===== src/rtl/eq_band_scheduler.sv =====
`timescale 1ns/1ps
`default_nettype none
// ============================================================================
// Module      : eq_band_scheduler
// Description : Time-shares one FIR band engine across NUM_BANDS equalizer
//               bands, applies per-band gains and sums into one output sample.
// Revision    : 1.0 - initial release
// ============================================================================
module eq_band_scheduler #(
    parameter int NUM_BANDS   = 5,
    parameter int GAIN_FRAC   = 14,
    parameter int TIMEOUT_CYC = 1023
) (
    input  logic        clk,
    input  logic        rst_n,
    input  logic        new_data,
    input  logic [15:0] x_in,
    output logic        eng_start,
    output logic [2:0]  eng_band,
    output logic [15:0] eng_x,
    input  logic        eng_done,
    input  logic [15:0] eng_y,
    input  logic        gain_we,
    input  logic [2:0]  gain_addr,
    input  logic [15:0] gain_wdata,
    output logic [15:0] y_out,
    output logic        y_valid,
    output logic        busy,
    output logic        overrun,
    output logic        eng_timeout
);

    localparam int            CW          = (TIMEOUT_CYC < 2) ? 1 : $clog2(TIMEOUT_CYC + 1);
    localparam logic [CW-1:0] C_TIMEOUT   = CW'(TIMEOUT_CYC);
    localparam logic [2:0]    C_LAST_BAND = 3'(NUM_BANDS - 1);
    localparam logic [15:0]   C_UNITY     = 16'(1 << GAIN_FRAC);

    typedef enum logic [2:0] {
        S_IDLE  = 3'd0,
        S_ISSUE = 3'd1,
        S_WAIT  = 3'd2,
        S_SCALE = 3'd3,
        S_ACC   = 3'd4,
        S_OUT   = 3'd5
    } state_t;

    state_t               r_state;
    state_t               w_state_nxt;
    logic [15:0]          r_gain_stg [NUM_BANDS];
    logic [15:0]          r_gain_act [NUM_BANDS];
    logic [CW-1:0]        r_wait_cnt;
    logic signed [15:0]   r_band_y;
    logic signed [32:0]   r_prod;
    logic signed [35:0]   r_acc;
    logic signed [32:0]   w_prod;
    logic signed [35:0]   w_shift;
    logic [15:0]          w_sat;
    logic                 w_accept;
    logic                 w_wait_tmo;

    // The y_valid cycle is still part of the sample, so it blocks acceptance.
    assign busy       = (r_state != S_IDLE) || y_valid;
    assign w_accept   = new_data && (r_state == S_IDLE) && !y_valid;
    assign w_wait_tmo = (r_wait_cnt == C_TIMEOUT);

    always_ff @(posedge clk or negedge rst_n) begin
        if (!rst_n) begin
            r_state <= S_IDLE;
        end else begin
            r_state <= w_state_nxt;
        end
    end

    always_comb begin
        w_state_nxt = r_state;
        case (r_state)
            S_IDLE:  if (w_accept) w_state_nxt = S_ISSUE;
            S_ISSUE: w_state_nxt = S_WAIT;
            S_WAIT:  if (eng_done || w_wait_tmo) w_state_nxt = S_SCALE;
            S_SCALE: w_state_nxt = S_ACC;
            S_ACC:   w_state_nxt = (eng_band == C_LAST_BAND) ? S_OUT : S_ISSUE;
            S_OUT:   w_state_nxt = S_IDLE;
            default: w_state_nxt = S_IDLE;
        endcase
    end

    // Gain is unsigned, so it is zero-extended before the signed multiply.
    assign w_prod  = 33'(r_band_y) * 33'($signed({1'b0, r_gain_act[eng_band]}));
    assign w_shift = r_acc >>> GAIN_FRAC;

    always_comb begin
        w_sat = w_shift[15:0];
        if (w_shift > 36'sd32767) begin
            w_sat = 16'h7FFF;
        end else if (w_shift < -36'sd32768) begin
            w_sat = 16'h8000;
        end
    end

    always_ff @(posedge clk or negedge rst_n) begin
        if (!rst_n) begin
            for (int i = 0; i < NUM_BANDS; i++) begin
                r_gain_stg[i] <= C_UNITY;
                r_gain_act[i] <= C_UNITY;
            end
        end else begin
            for (int i = 0; i < NUM_BANDS; i++) begin
                if (gain_we && (gain_addr == 3'(i))) begin
                    r_gain_stg[i] <= gain_wdata;
                end
                if (w_accept) begin
                    r_gain_act[i] <= (gain_we && (gain_addr == 3'(i))) ? gain_wdata : r_gain_stg[i];
                end
            end
        end
    end

    always_ff @(posedge clk or negedge rst_n) begin
        if (!rst_n) begin
            eng_start   <= 1'b0;
            eng_band    <= 3'd0;
            eng_x       <= 16'd0;
            y_out       <= 16'd0;
            y_valid     <= 1'b0;
            overrun     <= 1'b0;
            eng_timeout <= 1'b0;
            r_wait_cnt  <= '0;
            r_band_y    <= 16'sd0;
            r_prod      <= 33'sd0;
            r_acc       <= 36'sd0;
        end else begin
            eng_start <= (r_state == S_ISSUE);
            y_valid   <= (r_state == S_OUT);
            if (new_data && !w_accept) begin
                overrun <= 1'b1;
            end
            case (r_state)
                S_IDLE: begin
                    if (w_accept) begin
                        eng_x    <= x_in;
                        eng_band <= 3'd0;
                        r_acc    <= 36'sd0;
                    end
                end
                S_ISSUE: r_wait_cnt <= '0;
                S_WAIT: begin
                    if (eng_done) begin
                        r_band_y <= eng_y;
                    end else if (w_wait_tmo) begin
                        r_band_y    <= 16'sd0;
                        eng_timeout <= 1'b1;
                    end else begin
                        r_wait_cnt <= r_wait_cnt + CW'(1);
                    end
                end
                S_SCALE: r_prod <= w_prod;
                S_ACC: begin
                    r_acc <= r_acc + {{3{r_prod[32]}}, r_prod};
                    if (eng_band != C_LAST_BAND) begin
                        eng_band <= eng_band + 3'd1;
                    end
                end
                S_OUT:   y_out <= w_sat;
                default: ;
            endcase
        end
    end

endmodule
`default_nettype wire


===== config.mk =====
export PLATFORM = sky130hd
export DESIGN_NAME = eq_band_scheduler
export DESIGN_NICKNAME = d
export VERILOG_FILES = /design/src/rtl/eq_band_scheduler.sv
export SDC_FILE = /design/constraint.sdc
export NUM_CORES = 1
export LEC_CHECK = 0
export CORE_UTILIZATION = 55
export CTS_BUF_LIST = sky130_fd_sc_hd__clkbuf_4 sky130_fd_sc_hd__clkbuf_8
export CTS_CLUSTER_SIZE = 16
export DETAILED_ROUTE_END_ITERATION = 10
export PLACE_DENSITY = 0.8
export RECOVER_POWER = 50
export SYNTH_ARGS = -nofsm -noshare
export SYNTH_HDL_FRONTEND = slang
export SYNTH_SLANG_ARGS = --single-unit

===== constraint.sdc =====
create_clock -name clk -period 9 [get_ports clk]
set_input_delay 1.8 -clock clk [delete_from_list [all_inputs] [get_ports clk]]
set_output_delay 1.8 -clock clk [all_outputs]
set_load 0.01 [all_outputs]

### After elaboration in Yosys (flattened, before gate mapping)

Index checks and enable logic that the tools add are counted.

* $lt $le $gt $ge: 3
* bitwise gates (word level): 2
* add/sub/neg operators: 3
* muxes and demuxes: 24
* equality and inequality tests: 17
* reductions and logical operators: 25
* multiply operators: 1

Operators by type and width (count)
* 16-bit two-way mux: 11
* 36-bit one-hot mux with 2 select lines: 1
* 16-bit binary-select mux with 3-bit select: 1
* 36-bit adder: 1
* 36-bit two-way mux: 1
* 16-bit by 17-bit multiplier with 33-bit output: 1
* 22-bit by 16-bit greater-than comparator with 1-bit output (second input constant): 1
* 22-bit by 16-bit less-than comparator with 1-bit output (second input constant): 1
* 10-bit two-way mux: 2
* 10-bit one-hot mux with 2 select lines: 1
* 3-bit two-way mux: 5
* 3-bit one-hot mux with 5 select lines: 1
* 3-bit by 2-bit == test with 1-bit output (second input constant): 4
* 3-bit == test (second input constant): 4
* 10-bit by 1-bit adder with 10-bit output (second input constant): 1
* 10-bit == test (second input constant): 1
* 2-bit inequality test (second input constant): 5
* 3-bit AND reduction: 3
* 1-bit logical AND: 8
* 2-bit AND reduction: 4
* 3-bit by 1-bit == test with 1-bit output (second input constant): 2
* 3-bit logical NOT: 2
* 3-bit one-hot mux with 2 select lines: 1
* 2-bit nonzero test: 3
* other kinds (8): 10

* output and inout bits: 40
* input bits: 56
* register bits after elaboration: 297
* word-level logic and storage cells: 97

### Depth between registers and ports, before layout

Gate-level depths: netlist of the first run.

* depth in word-level cells: 5
* depth in mapped cells: 30
* depth with buffers taken out: 28

### Worst setup path before layout of the first run

Ideal clock, no wire load.

* path kind: register to register
* start point: reg eng_band[2]
* end point: reg r_prod[29]
* data required time: 8.871 ns
* buffers on the path: 2
* slack: 1.536 ns
* setup time: 0.129 ns
* clock period less this slack: 7.464 ns
* arrival time: 7.334 ns
* cell stages (with the launch flop): 30
* cells stage by stage: dfrtp_1 clkinv_1 nor3_1 clkbuf_1 a22o_1 clkbuf_1 nand2_1 fa_1 inv_1 fa_1 inv_1 fa_1 inv_1 fa_1 fa_1 inv_1 fa_1 inv_1 ha_1 nor2_1 or2_0 o32ai_1 o21ba_2 o211ai_1 a41oi_2 nor2_2 nor2_1 a21boi_1 xnor2_1 o21ai_1

* longest elaborated chain between the ends: 5

Ends and longest elaborated chain
* start: declaration: line 19 `output logic [2:0] eng_band,`
* start signal: assignment: line 160 `eng_band <= eng_band + 3'd1;`
* 3-bit inverter with 4-bit output (implied by the code): line 88 `assign w_prod = 33'(r_band_y) * 33'($signed({1'b0, r_gain_act[eng_band]}));`
* 16-bit binary-select mux with 3-bit select: line 88
* 16-bit two-way mux (implied by the code) (2 in series): line 88
* 16-bit by 17-bit multiplier with 33-bit output: line 88
* end signal: assignment: line 156 `S_SCALE: r_prod <= w_prod;`
* end: declaration: line 53 `logic signed [32:0] r_prod;`

Every way passes these cells. The select of a mux whose other input is x is not followed.
A chain may end at the register's enable or synchronous reset.

### Worst setup path after layout of the first run

* start point: reg eng_band[0]
* end point: reg r_prod[29]

The elaborated chain is that of the path after synthesis.

==> summary.md, run 1 <==
| Metric | Value |
|---|---|
| Outcome | complete, but fails checks |
| Failing checks | max-capacitance violations, max-slew violations |
| Critical setup path kind | register to register |
| First-pass iteration count of the detailed router | 7 |
| Fillcell total | 3200 |
| Standard-cell rows | 73 |
| Buffers added on ports | 95 |
| Hold buffer count at cts | 0 |
| Count of flip-flops with a built-in enable after synthesis | 0 |
| Number of warnings printed during yosys synthesis | 0 |
| Largest buffer count on any clock path | 3 |
| Startpoint of the worst register-to-register path | eng_band[0] |
| Multiplexer fraction of the synthesized cell area | ~6.0% |
| Fraction of synthesized cell area taken by the top area cell type | approximately a third |
| Total grt overflow | 0 |
| Clock edge transition at the registers on the reported setup and hold paths | roughly 70 ps |
| Synth unique cells | just under 70 |
| Worst path max stage delay | roughly 800 ps |
| Worst-Margin Slew | ~6500 ps |
| Insertion delay of the later-clocked pin in the worst-skew pair | about 650 ps |
| Final min period | approximately 8100 ps |
| Clock tree from TritonCTS | yes |
| Number of H-tree branching levels | 2 |
| Wire length of the first global-routing pass | 86100 um |
| Final setup fails | 0 |
| Reg2reg path depth | 28 |
| Dpl hpwl | about 37000 um |
| Pin count of the biggest net entering global routing | around 180 |
| CP Max Fanout | 16 |
| Class of the most critical hold timing path | register to register |
| Sequential area share after synthesis | 33.6% |
| Layout cells sized above 1 | between 8 and 9% |
| Final Routed Wirelength | roughly 51000 um |
| CP startpoint kind | register |
| Die boundary height | 203 um |
| Arrival time worst endpoint | 8610 ps |
| Core Box Area | 39700 sq um |
| Post-CTS setup buffer count | 0 |
| Post-synthesis instance area | approximately 22000 sq um |
| Antenna Nets Post-Route | 0 |
| Cells taking the most area after synthesis | dfrtp_1 (32%), fa_1 (18%), ha_1 (9.0%), nand2_1 (8.6%), inv_1 (4.4%) |
| Number of nets in the layout | 2767 |
| Slowest-stage cell, CP | a22o_1 |
| I/O pin count | 96 |
| Seq cells post-synth | 297 |
| Dominant combinational cell family by area after synthesis | adder cells |
| Number of antenna violations at the first check in global routing | 0 |
| Number of clock buffers inserted by TritonCTS | 50 |
| Cell type contributing the most total cell area after synthesis | dfrtp_1 |
| Post-synthesis compound-gate area fraction | under 10% |
| Number of resized instances in the post-cts repair step | 0 |
| Clock tree skew after final layout | ~44 ps |
| Number of clock sinks | 297 |
| CTS root buf | clkbuf_8 |
| Mean cell area of the mapped netlist | between 9 and 10 sq um |
| Sum of negative setup slack | 0 ps |
| DIE WIDTH | a little over 200 um |
| Iter 0 DRT Violations | 1123 |
| Hold path depth | 1 |
| Async set-or-reset flop fraction in the synthesized netlist | 100% |
| DR vias | approximately 16000 |
| Routed via count divided by cell count | 5.64 |
| Placer congestion estimate | between 0.9 and 1 |
| Global-route total usage across every layer | a little over a quarter |
| Highest clock frequency the design can meet | roughly 120 MHz |
| Vias in the first global route | 17444 |
| Count of mapped cells out of synthesis | approximately 2300 |
| Number of max-capacitance violations reported | 3 |
| Type of destination of the critical path | register |
| Synthesized-area fraction occupied by adder cells | around a quarter |
| Total area of multi-input combinational cells | between 10000 and 15000 sq um |
| Most used DFF post-synth | dfrtp_1 |
| Setup slack of the most critical reg-to-reg path | about 860 ps |
| Worst min-delay path startpoint | overrun |
| Synth-to-layout area growth | 11.3% |
| Routed len/inst | between 15 and 20 um |
| Die area | ~40000 sq um |
| Initial Utilization | 55.8% |
| Parity-gate share of the synthesized area counting xor and xnor cells | under 10% |
| Hold Crit Endpoint | overrun |
| Number of hold violations in the final report | 0 |
| Unrepaired setup endpoints after global routing | false |
| Flip-flop and latch area | about 7400 sq um |
| Synth Area in Simple Gates | around 16% |
| Total nets after synthesis | about 2700 |
| Final period util | around 90% |
| Data required time at the worst endpoint | between 9000 and 10000 ps |
| Count of pins over their slew limit | between 200 and 250 |
| R2r endpoint | r_prod[29] |
| Worst rel slew slack | -330% |
| Number of DRC violations after detailed routing | 0 |
-- per-layer routing --
metal,track usage [%],wire (um)
met1,33.3,21200
met2,44.7,25700
met3,3.85,2680
met4,10.2,1640
met5,0,0
-- stage by stage --
step | instance area (sq um) | std cells | setup WS, ps | hold slack (ps) | util, %
floorplan | 22200 | 2292 | 1540 | 437 | -
global placement | 23600 | 2829 | 1050 | 444 | 59.4
detailed placement | 23600 | 2829 | 908 | 452 | 59.4
CTS | 24700 | 2921 | 854 | 464 | 62.3
global route | 24700 | 2921 | 349 | 482 | 62.1
finish | 24700 | 2922 | 864 | 464 | 62.1
-- worst max-delay path: cells and delay by family, from the launching register on --
family / cells / cell delay, ps
fa+ha+maj: 7 / 3320
compound gates: 7 / 1930
simple gates: 6 / 1010
buf+inv: 7 / 870
flops: 1 / 670
xor+xnor: 1 / 140
-- worst max-delay path by stage --
stage | from | slack [ps] | depth (start not counted) | end
6_report | eng_band[0] | 860 | 28 | r_prod[29]
5_1_grt | rst_n | 350 | 1 | r_band_y[5]
4_1_cts | eng_band[0] | 850 | 28 | r_prod[29]
3_5_place_dp | eng_band[0] | 910 | 28 | r_prod[29]
3_3_place_gp | eng_band[0] | 1050 | 28 | r_prod[29]
2_1_floorplan | eng_band[2] | 1540 | 29 | r_prod[29]
-- cell type report --
cell class,instances,share of cell area (%)
clock buffers,80,3.98
well taps,525,2.66
inverters,265,4.03
repair buffers,114,4.40
diodes,1,0.0101
multi-input cells,1628,54.1
clock inverters,12,0.598
flip-flops and latches,297,30.2
-- placed cells by master, fill, tap and decap left out, types with 34 or more instances in the layout --
cell,netlist,layout
dfrtp_1,287,287
a21oi_1,46,47
xor2_1,35,35
clkbuf_8,0,61
a21o_1,36,36
o21ai_0,100,103
inv_1,262,262
mux2_2,85,61
fa_1,195,195
and2_1,89,88
clkdlybuf4s50_1,0,90
nand2_1,507,506
nor2b_1,36,36
nor2_1,62,62
nand3_1,47,47
ha_1,160,160
xnor2_1,34,34
-- cells in the mapped netlist (11+ instances only) --
cell type	n
nand2_1	507
dfrtp_1	287
inv_1	262
fa_1	195
ha_1	160
o21ai_0	100
clkbuf_1	91
and2_1	89
mux2_2	85
nor2_1	62
nand3_1	47
a21oi_1	46
a21o_1	36
nor2b_1	36
xor2_1	35
xnor2_1	34
a22o_1	29
nand2b_1	22
mux4_2	16
nor3_1	13
nand4_1	12
o21ai_1	11
-- flip-flops by register name, indices dropped and copies added (netlist names) --
name / cells
eng_band: 3
eng_start: 1
eng_timeout: 1
eng_x: 16
overrun: 1
r_acc: 36
r_band_y: 16
r_gain_act: 80
r_gain_stg: 80
r_prod: 33
r_state: 3
r_wait_cnt: 10
y_out: 16
y_valid: 1
-- cell families after synthesis --
group                    after synthesis
AO/OA/AOI/OAI                        284
multiplexers                         103
flip-flops                           297
AND/OR/NAND/NOR                      817
buffers and inverters                367
XOR/XNOR                              69
adder cells (fa/ha/maj)              355
Power of run 1 is not shown: default switching activity piles up to over one toggle a cycle in this logic, so the estimate is an artifact.
==> run 2, diff against run 1 <==
- CORE_UTILIZATION: 55 -> 34
- PLACE_DENSITY: 0.8 -> 0.57
==> run 2 against run 1 <==
Net effect:
- the run still ends with max-capacitance violations, max-slew violations left
- non-clock buffer count is the same
- final cell count grew 11%
- worst hold slack lost 2.6 ps
==> summary.md, run 2 (synthesized netlist as in run 1, its figures left out) <==
| Metric | Value |
|---|---|
| Post-CTS setup buffer count | 0 |
| Number of clock sinks | 297 |
| Reg2reg path depth | 28 |
| Die area | 66200 sq um |
| Class of the most critical hold timing path | register to register |
| Initial Utilization | around a third |
| Iter 0 DRT Violations | 861 |
| Core Box Area | about 64000 sq um |
| Clock tree skew after final layout | between 30 and 40 ps |
| Buffers added on ports | 95 |
| Number of DRC violations after detailed routing | 0 |
| Placer congestion estimate | 0.880 |
| Die boundary height | roughly 260 um |
| Registers with the most flip-flops | r_gain_act x80, r_gain_stg x80, r_acc x36 |
| Total grt overflow | 0 |
| Synth-to-layout area growth | 13.0% |
| Number of H-tree branching levels | 2 |
| Worst path max stage delay | about 600 ps |
| Number of clock buffers inserted by TritonCTS | 53 |
| Slowest-stage cell, CP | a22o_1 |
| Data required time at the worst endpoint | roughly 9500 ps |
| Total non-filler cell area in the finished layout | 25100 sq um |
| Wire length of the first global-routing pass | slightly below 90000 um |
| CTS root buf | clkbuf_8 |
| Leading cell type in the layout, fill and taps excluded | nand2_1 |
| Standard-cell rows | 93 |
| Largest buffer count on any clock path | 3 |
| Number of resized instances in the post-cts repair step | 0 |
| Number of hold violations in the final report | 0 |
| Outcome | complete, but fails checks |
| Failing checks | max-capacitance violations, max-slew violations |
| CP startpoint kind | register |
| Worst-Margin Slew | around 6100 ps |
| Unrepaired setup endpoints after global routing | false |
| First-pass iteration count of the detailed router | 5 |
| Final setup fails | 0 |
| Hold buffer count at cts | 0 |
| Final min period | around 7800 ps |
| Final Routed Wirelength | 53700 um |
| Hold Crit Endpoint | r_gain_act[78] |
| DIE WIDTH | roughly 260 um |
| Global-route total usage across every layer | between 15 and 20% |
| Insertion delay of the later-clocked pin in the worst-skew pair | around 640 ps |
| Routed via count divided by cell count | between 4 and 5 |
| Hold path depth | 2 |
| I/O pin count | between 90 and 100 |
| Worst rel slew slack | -305% |
| Standard cell area after detailed placement | around 24000 sq um |
| Highest clock frequency the design can meet | 128 MHz |
| Type of destination of the critical path | register |
| Layout cells sized above 1 | ~8.6% |
| Clock edge transition at the registers on the reported setup and hold paths | 60 ps |
| CP Max Fanout | 16 |
| Setup slack of the most critical reg-to-reg path | around 1200 ps |
| Count of pins over their slew limit | 127 |
| Commonest cells after routing, fill and taps aside | nand2_1 (507), dfrtp_1 (287), inv_1 (262) |
| Number of antenna violations at the first check in global routing | 1 |
| Arrival time worst endpoint | around 8300 ps |
| Number of max-capacitance violations reported | 1 |
| Final period util | 86.6% |
| DR vias | roughly 16000 |
| Pin count of the biggest net entering global routing | about 170 |
| Sum of negative setup slack | 0 ps |
| Vias in the first global route | roughly 17000 |
| Number of nets in the layout | 2770 |
| Most common cell on crit path | fa_1 |
| Dpl hpwl | 39000 um |
| Worst min-delay path startpoint | r_gain_act[78] |
| Clock tree from TritonCTS | yes |
| Routed len/inst | between 15 and 20 um |
| Critical setup path kind | register to register |
| R2r endpoint | r_prod[29] |
| Antenna Nets Post-Route | 0 |
| Startpoint of the worst register-to-register path | eng_band[1] |
[run 2: cell types whose count changed in the layout (fill, tap and decap cells not counted), moves of 2 or more]
cell / change
o21ai_0: -3
mux2_2: -10
mux2_1: +10
o21ai_2: +2
clkinv_2: +3
bufinv_16: -2
clkbuf_4: +3
[run 2: layout make-up]
| class | instances | area [sq um] |
|---|---|---|
| Fill cell | 6508 | 39400 |
| Multi-Input combinational cell | 1628 | 13400 |
| Sequential cell | 297 | 7440 |
| Timing Repair Buffer | 114 | 1090 |
| Tap cell | 855 | 1070 |
| Clock buffer | 84 | 1020 |
| Inverter | 265 | 995 |
| Clock inverter | 11 | 72.6 |
| Antenna cell | 1 | 2.50 |
[run 2: worst max path at each step]
stage,startpoint,to,slack (ps),cells past startpoint
6_report,eng_band[1],r_prod[29],1200,28
3_5_place_dp,eng_band[0],r_prod[29],1240,26
4_1_cts,eng_band[0],r_prod[29],1210,26
5_1_grt,rst_n,r_acc[11],610,1
2_1_floorplan,eng_band[2],r_prod[29],1540,29
3_3_place_gp,eng_band[0],r_prod[30],1360,25
[run 2: worst max-delay path: cells and delay by family, from the launching register on]
family                     cells  cell delay, ps
AOI/OAI and AO/OA              7            1790
xor gates and xnor gates       1             140
adders and majority gates      7            3460
buffers and inverters          7             780
DFF                            1             460
and+or+nand+nor                6             990
[run 2: per-stage QoR]
step	util, %	hold WS, ps	std cells	setup slack [ps]
floorplan	-	437	2292	1540
global placement	37.3	446	3159	1360
detailed placement	37.3	450	3159	1240
CTS	38.9	458	3254	1210
global route	38.9	482	3254	607
finish	38.9	461	3255	1200
[run 2: routing by layer]
layer	routed length [um]	track usage [%]	vias to the layer above
met1	23400	21.3	8052
met4	1280	4.91	0
met2	26800	29.0	300
met5	0	0	-
li1	-	-	7534
met3	2250	2.51	95
Power of run 2 is left out for the same reason.
